File: src/rtl/hdr_stream_pkg.sv
// hdr_stream_pkg: shared definitions for the header-prepend stream path.
//  - default geometry (phit width, lane width, header lanes)
//  - state_e : re-wrapper FSM states
//  - csum16  : end-around-carry fold of a 20-bit partial sum to 16 bits
package hdr_stream_pkg;

  localparam int P_PHIT_BITS = 512;
  localparam int P_LANE_BITS = 16;
  localparam int P_HDR_LANES = 17;
  localparam int P_SUM_W     = 20;  // wide enough for up to 16 summed 16-bit words

  typedef enum logic [2:0] {
    ST_IDLE,
    ST_CSUM,
    ST_HEAD,
    ST_BODY,
    ST_TAIL
  } state_e;

  // Two folds suffice for 20 bits: the first leaves at most 0x1000E,
  // and the second cannot carry again.
  function automatic logic [15:0] csum16(input logic [P_SUM_W-1:0] s);
    logic [16:0] t;
    t = {1'b0, s[15:0]} + {13'd0, s[P_SUM_W-1:16]};
    return t[15:0] + {15'd0, t[16]};
  endfunction

endpackage

File: src/rtl/ones_comp_csum.sv
// ones_comp_csum: pipelined 16-bit one's-complement checksum.
//  Registered pairwise adder tree (20-bit intermediates) followed by a
//  registered fold + invert. Latency = $clog2(WORDS) + 2 cycles.
// Ports:
//  clk   in  1          clock
//  win   in  WORDS*16   words to sum, word 0 = bits [15:0]
//  csum  out 16         ~folded sum
module ones_comp_csum
  import hdr_stream_pkg::*;
#(
  parameter int WORDS = 10
) (
  input  logic              clk,
  input  logic [WORDS*16-1:0] win,
  output logic [15:0]       csum
);

  localparam int LVLS   = (WORDS > 1) ? $clog2(WORDS) : 1;
  localparam int LEAVES = 1 << LVLS;
  localparam int NODES  = 2*LEAVES - 1;

  // Heap layout: node i has children 2i+1, 2i+2; leaves start at LEAVES-1.
  // Every node is a flop, so all leaves sit at the same pipeline depth.
  logic [P_SUM_W-1:0] node [NODES];

  for (genvar i = 0; i < NODES; i++) begin : g_node
    if (i >= LEAVES-1) begin : g_leaf
      if (i - (LEAVES-1) < WORDS) begin : g_word
        always_ff @(posedge clk) node[i] <= {4'd0, win[(i-(LEAVES-1))*16 +: 16]};
      end else begin : g_pad
        always_ff @(posedge clk) node[i] <= '0;
      end
    end else begin : g_add
      always_ff @(posedge clk) node[i] <= node[2*i+1] + node[2*i+2];
    end
  end

  always_ff @(posedge clk) csum <= ~csum16(node[0]);

endmodule

File: src/rtl/hdr_prepend_stream.sv
// hdr_prepend_stream: prepends a HDR_LANES-lane header to a payload stream.
//  Payload is lane-shifted up by HDR_LANES; the top HDR_LANES input lanes
//  carry into the bottom of the next output beat, with an extra tail beat
//  when the last input beat overflows. The header's length field is filled
//  from len_reg at header accept.
//  Build option HDR_CSUM_EN: recompute the 16-bit one's-complement checksum
//  field over [CSUM_LO_BIT, CSUM_HI_BIT); otherwise it passes through.
// Ports:
//  clk, rst (sync, active-low)
//  cfg_len/cfg_len_we            length value for subsequent headers
//  hdr_in/hdr_valid/hdr_ready    header template handshake (IDLE only)
//  s_tdata/tkeep/tlast/tvalid/tready   payload in
//  m_tdata/tkeep/tlast/tvalid/tready   wrapped stream out (registered)
module hdr_prepend_stream
  import hdr_stream_pkg::*;
#(
  parameter int PHIT_BITS   = P_PHIT_BITS,
  parameter int LANE_BITS   = P_LANE_BITS,
  parameter int HDR_LANES   = P_HDR_LANES,
  parameter int LEN_OFF     = 128,
  parameter int CSUM_OFF    = 192,
  parameter int CSUM_LO_BIT = 112,
  parameter int CSUM_HI_BIT = 272
) (
  input  logic                           clk,
  input  logic                           rst,
  input  logic [15:0]                    cfg_len,
  input  logic                           cfg_len_we,
  input  logic [HDR_LANES*LANE_BITS-1:0] hdr_in,
  input  logic                           hdr_valid,
  output logic                           hdr_ready,
  input  logic [PHIT_BITS-1:0]           s_tdata,
  input  logic [PHIT_BITS/LANE_BITS-1:0] s_tkeep,
  input  logic                           s_tlast,
  input  logic                           s_tvalid,
  output logic                           s_tready,
  output logic [PHIT_BITS-1:0]           m_tdata,
  output logic [PHIT_BITS/LANE_BITS-1:0] m_tkeep,
  output logic                           m_tlast,
  output logic                           m_tvalid,
  input  logic                           m_tready
);

  localparam int LANES    = PHIT_BITS / LANE_BITS;
  localparam int HDR_BITS = HDR_LANES * LANE_BITS;
  localparam int PL_LANES = LANES - HDR_LANES;
  localparam int PL_BITS  = PL_LANES * LANE_BITS;
  localparam int WIN_BITS = CSUM_HI_BIT - CSUM_LO_BIT;

`ifdef HDR_CSUM_EN
  localparam bit CSUM_ON = 1'b1;
`else
  localparam bit CSUM_ON = 1'b0;
`endif
  // Matches the adder-tree depth plus its input and fold registers.
  localparam int CSUM_LAT = CSUM_ON ? $clog2(WIN_BITS/16) + 2 : 1;

  state_e               state;
  logic [7:0]           cnt;
  logic [15:0]          len_reg;
  logic [HDR_BITS-1:0]  hdr_reg, hdr_next, hdr_out, carry_data;
  logic [HDR_LANES-1:0] carry_keep;
  logic [15:0]          csum_field;
  logic                 out_free, in_fire, ovf;

  assign hdr_ready = (state == ST_IDLE);
  assign out_free  = !m_tvalid || m_tready;
  assign s_tready  = ((state == ST_HEAD) || (state == ST_BODY)) && out_free;
  assign in_fire   = s_tvalid && s_tready;
  // Any kept lane in the carry region of a last beat needs a tail beat.
  assign ovf       = |s_tkeep[LANES-1:PL_LANES];

  always_comb begin
    hdr_next = hdr_in;
    hdr_next[LEN_OFF +: 16] = len_reg;
  end

`ifdef HDR_CSUM_EN
  logic [WIN_BITS-1:0] csum_win;
  logic [15:0]         csum_val;

  // The checksum field itself is summed as zero.
  always_comb begin
    csum_win = hdr_reg[CSUM_LO_BIT +: WIN_BITS];
    csum_win[CSUM_OFF-CSUM_LO_BIT +: 16] = '0;
  end

  ones_comp_csum #(.WORDS(WIN_BITS/16)) u_csum (
    .clk  (clk),
    .win  (csum_win),
    .csum (csum_val)
  );

  assign csum_field = csum_val;
`else
  assign csum_field = hdr_reg[CSUM_OFF +: 16];
`endif

  always_comb begin
    hdr_out = hdr_reg;
    hdr_out[CSUM_OFF +: 16] = csum_field;
  end

  always_ff @(posedge clk) begin
    if (!rst) begin
      state      <= ST_IDLE;
      cnt        <= '0;
      len_reg    <= '0;
      hdr_reg    <= '0;
      carry_data <= '0;
      carry_keep <= '0;
      m_tvalid   <= 1'b0;
      m_tlast    <= 1'b0;
      m_tkeep    <= '0;
      m_tdata    <= '0;
    end else begin
      if (cfg_len_we) len_reg <= cfg_len;
      if (m_tvalid && m_tready) m_tvalid <= 1'b0;

      unique case (state)
        ST_IDLE: if (hdr_valid) begin
          hdr_reg <= hdr_next;
          cnt     <= '0;
          state   <= ST_CSUM;
        end
        ST_CSUM: begin
          if (cnt == 8'(CSUM_LAT-1)) state <= ST_HEAD;
          else                       cnt   <= cnt + 8'd1;
        end
        ST_HEAD, ST_BODY: if (in_fire) begin
          m_tvalid   <= 1'b1;
          m_tdata    <= {s_tdata[PL_BITS-1:0],
                         (state == ST_HEAD) ? hdr_out : carry_data};
          m_tkeep    <= {s_tkeep[PL_LANES-1:0],
                         (state == ST_HEAD) ? {HDR_LANES{1'b1}} : carry_keep};
          carry_data <= s_tdata[PHIT_BITS-1:PL_BITS];
          carry_keep <= s_tkeep[LANES-1:PL_LANES];
          m_tlast    <= s_tlast && !ovf;
          state      <= !s_tlast ? ST_BODY : (ovf ? ST_TAIL : ST_IDLE);
        end
        ST_TAIL: if (out_free) begin
          m_tvalid <= 1'b1;
          m_tdata  <= {{PL_BITS{1'b0}}, carry_data};
          m_tkeep  <= {{PL_LANES{1'b0}}, carry_keep};
          m_tlast  <= 1'b1;
          state    <= ST_IDLE;
        end
        default: state <= ST_IDLE;
      endcase
    end
  end

endmodule

File: config.mk
export PLATFORM = sky130hd
export DESIGN_NAME = hdr_prepend_stream
export DESIGN_NICKNAME = d
export VERILOG_FILES = /design/src/rtl/hdr_stream_pkg.sv /design/src/rtl/ones_comp_csum.sv /design/src/rtl/hdr_prepend_stream.sv
export SDC_FILE = /design/constraint.sdc
export NUM_CORES = 2
export LEC_CHECK = 0
export CORE_AREA = 8 8 540 542
export DETAILED_ROUTE_END_ITERATION = 10
export DIE_AREA = 0 0 548 550
export SETUP_SLACK_MARGIN = 0.1
export SLEW_MARGIN = 20
export SYNTH_ARGS = -nofsm -noshare
export SYNTH_HDL_FRONTEND = slang
export SYNTH_HIERARCHICAL = 1
export SYNTH_SLANG_ARGS = --single-unit
File: constraint.sdc
create_clock -name clk -period 2.65 [get_ports clk]
set_input_delay 0.265 -clock clk [delete_from_list [all_inputs] [get_ports clk]]
set_output_delay 0.265 -clock clk [all_outputs]
set_load 0.05 [all_outputs]
==> reports/summary.txt <==
Final Worst Setup Slack -> 0.204 ns
drt initial violations -> 3238
multiplexer share of the synthesized area -> 0.458%
layout cells sized above 1 -> 6.18%
cell area after synthesis -> 43700 um^2
Max Root-Sink Buffers -> 4
Crit-path slowest cell -> clkdlybuf4s50_1
RSZ-0062 raised after global routing -> no
reg2reg path depth -> 6
Tmin final -> 2.45 ns
Cells after Synth -> 5020
postcts setup bufs -> 0
hold_sp -> s_tdata[281]
GRT Resource Usage Total -> 15.3%
Avg Inst Size Synth -> 8.70 um^2
Max-cap violations -> 0
CTS H-tree depth -> 4
clk sink count -> 1134
hold path depth -> 3
Final TNS setup -> 0 ns
Sequential Power Share -> 33.3%
initial antenna violation count -> 176
leading cell type by number of instances after synthesis -> nand2_1
Rows -> 196
Die Ht -> 550 um
Worst slew margin -> 44.9%
area share of and/or/nand/nor cells after synthesis -> 22.6%
pin count of the biggest net entering global routing -> 96
Post-synth top cells -> nand2_1 (1671), dfxtp_1 (1134), a21boi_1 (331)
post-synthesis register bit count -> 1134
PortBufs -> 1370
PD cells -> 903 nW/um^2
CP Capture Type -> output pin
syn_nets -> 5861
WL per Instance -> 22.9 um
worst clock skew -> 0.0550 ns
worst slew pin tran -> 0.825 ns
sequential fraction of the synthesis area -> 52.0%
leakage power -> 27.4 nW
CTS tree -> yes
worst-path fanout max -> 2
Die Footprint -> 301000 um^2
Reg clk slew, reported paths -> 0.06 ns
pre-CTS setup slack -> 0.176 ns
CP required -> 2.38 ns
buffers and inverters on the worst path -> 1
area of the core -> 283000 um^2
top cell type's share of synthesized area -> 52.0%
combinational share of power -> 36.8%
DR DRC count -> 0
ys async rst share -> 0%
Yosys top cell by area -> dfxtp_1
Tcrit/Tclk final -> 92.3%
largest family of logic cells by synthesized area -> simple AND/OR/NAND/NOR gates
number of global-route vias before repair -> 42400
Post-synth EDFFs -> 0
Starting Density -> 15.4%
Placement Cell Area -> 62500 um^2
Arrival @ worst endpoint -> 2.18 ns
FMAX -> 0.409 GHz
I/O Pins -> 1387
switch share -> 39.1%
synth warn -> 6
first-pass GRT wire length -> 334000 um
CP Class -> register to output pin
RR Startpoint -> state[1]$_SDFFE_PN0P_
adder-cell share of the synthesized area -> 0.0573%
Via density -> 4.05
ranking of synthesized cells by area -> dfxtp_1 (52%), nand2_1 (14%), o211a_1 (6.2%)
synth unique cells -> 43
Final ANT Viol Nets -> 0
ys flop type -> dfxtp_1
CP Launch Point -> m_tdata[55]$_SDFFE_PN0P_
WL final -> 244000 um
status -> complete, no violations
Synth Area in XOR/XNOR -> 0.0200%
NumNets Final -> 7563
Crit path depth -> 1
Slew Limit Fails -> 0
Remaining Overflow, GRT -> 0
routed vias -> 43200
Clock Latency Late Sink -> 0.82 ns
Hold WC Path Type -> input port to register
Detail Placement HPWL -> 190000 um
compound-cell area share of the yosys netlist -> 20.7%
worst-path cell chain -> clkdlybuf4s50_1
Max IR drop VDD -> 552 uV
Die Width -> 548 um
P_sw -> 25.3 mW
fin area -> 71600 um^2
final core occ -> 25.3%
clock network power share -> 29.9%
maximum cell stage delay along the critical path -> 0.94 ns
RD Place Congestion -> 0.861
R2R setup slack -> 0.28 ns
area grow syn2layout -> 63.9%
CTS Buf Count -> 140
critical path's top delay family -> buffers and inverters
Largest Register -> m_tdata
Fin. Hold Viols -> 0
Setup-failing EPs final -> 0
Pint -> 39.4 mW
Critical Path Start Type -> register
Initial DRT Pass Iterations -> 6
clock tree root driver cell -> clkbuf_16
max reg flops -> 512
per-stage QoR:
stage                     hold WS, ns  instances  power [mW]
final                          0.0791      10600        64.7
after global routing           0.0151      10600        67.7
after CTS                    0.000426      10600        65.5
after detailed placement        0.442       9901        45.2
after global placement          0.439       9901        45.1
after floorplan                 0.400       5020        34.9
power by group through the flow:
| stage | registers, mW | clock network (mW) | logic [mW] |
|---|---|---|---|
| finish | 21.6 | 19.3 | 23.8 |
| global route | 21.9 | 20.6 | 25.3 |
| CTS | 21.5 | 19.9 | 24.1 |
| detailed placement | 21.9 | 0 | 23.3 |
| global placement | 21.8 | 0 | 23.3 |
| floorplan | 27.0 | 0 | 7.83 |
worst paths after layout:
| path | to |
|---|---|
| setup / recovery | m_tdata[55] |
| hold / removal | carry_data[41]$_SDFFE_PN0P_ |
| setup reg to reg | m_tdata[90]$_SDFFE_PN0P_ |
| hold reg to reg | hdr_out[236]$_SDFFE_PN0P_ |
area by class of cell:
class | count | area, um^2
Antenna cell | 72 | 180
Clock buffer | 188 | 3920
Clock inverter | 46 | 613
Fill cell | 30600 | 212000
Inverter | 3 | 11.3
Multi-Input combinational cell | 3442 | 19200
Sequential cell | 1134 | 22700
Tap cell | 3762 | 4710
Timing Repair Buffer | 2001 | 20300
metal layers:
layer	vias up	share of wire, %	global-route usage, %
li1	20400	-	-
met2	1728	45	24.6
met1	20600	41	18.4
met3	440	11	6.88
met5	-	0.24	0
met4	90	3.3	4.78
cell families (layout without fill, tap and decap cells):
logic type / count (synthesis) / in the layout
and+or+nand+nor: 2305 / 2305
DFF: 1134 / 1134
AOI/OAI and AO/OA: 1114 / 1114
buffers and inverters: 444 / 2238
muxes: 20 / 20
adders and majority gates: 2 / 2
xor gates and xnor gates: 1 / 1
other: 0 / 72
layout by cell type, fill, tap and decap left out, types with 4 or more instances in the layout:
master,n
nor3_1,18
clkbuf_8,24
clkdlybuf4s50_1,1361
clkinv_2,19
clkbuf_1,24
o2111ai_1,4
a2111o_1,4
nor2b_1,273
a21boi_1,331
dlygate4sd3_1,441
dfxtp_1,1134
mux2i_1,20
a21boi_0,231
clkinv_4,4
diode_2,72
buf_12,59
nor2_1,22
buf_4,137
nand2_1,1671
nor3b_1,18
a22oi_1,255
clkbuf_16,140
inv_6,5
clkinv_16,4
bufinv_16,8
o211a_1,272
nand3_1,281
what timing repair did:
action                     in CTS  in global routing
hold endpoints to repair      469                  0
setup endpoints to repair       2                  0
gates resized for setup         2                  0
hold buffers                  441                  0
Note: power is estimated with default switching activity, not from simulation.
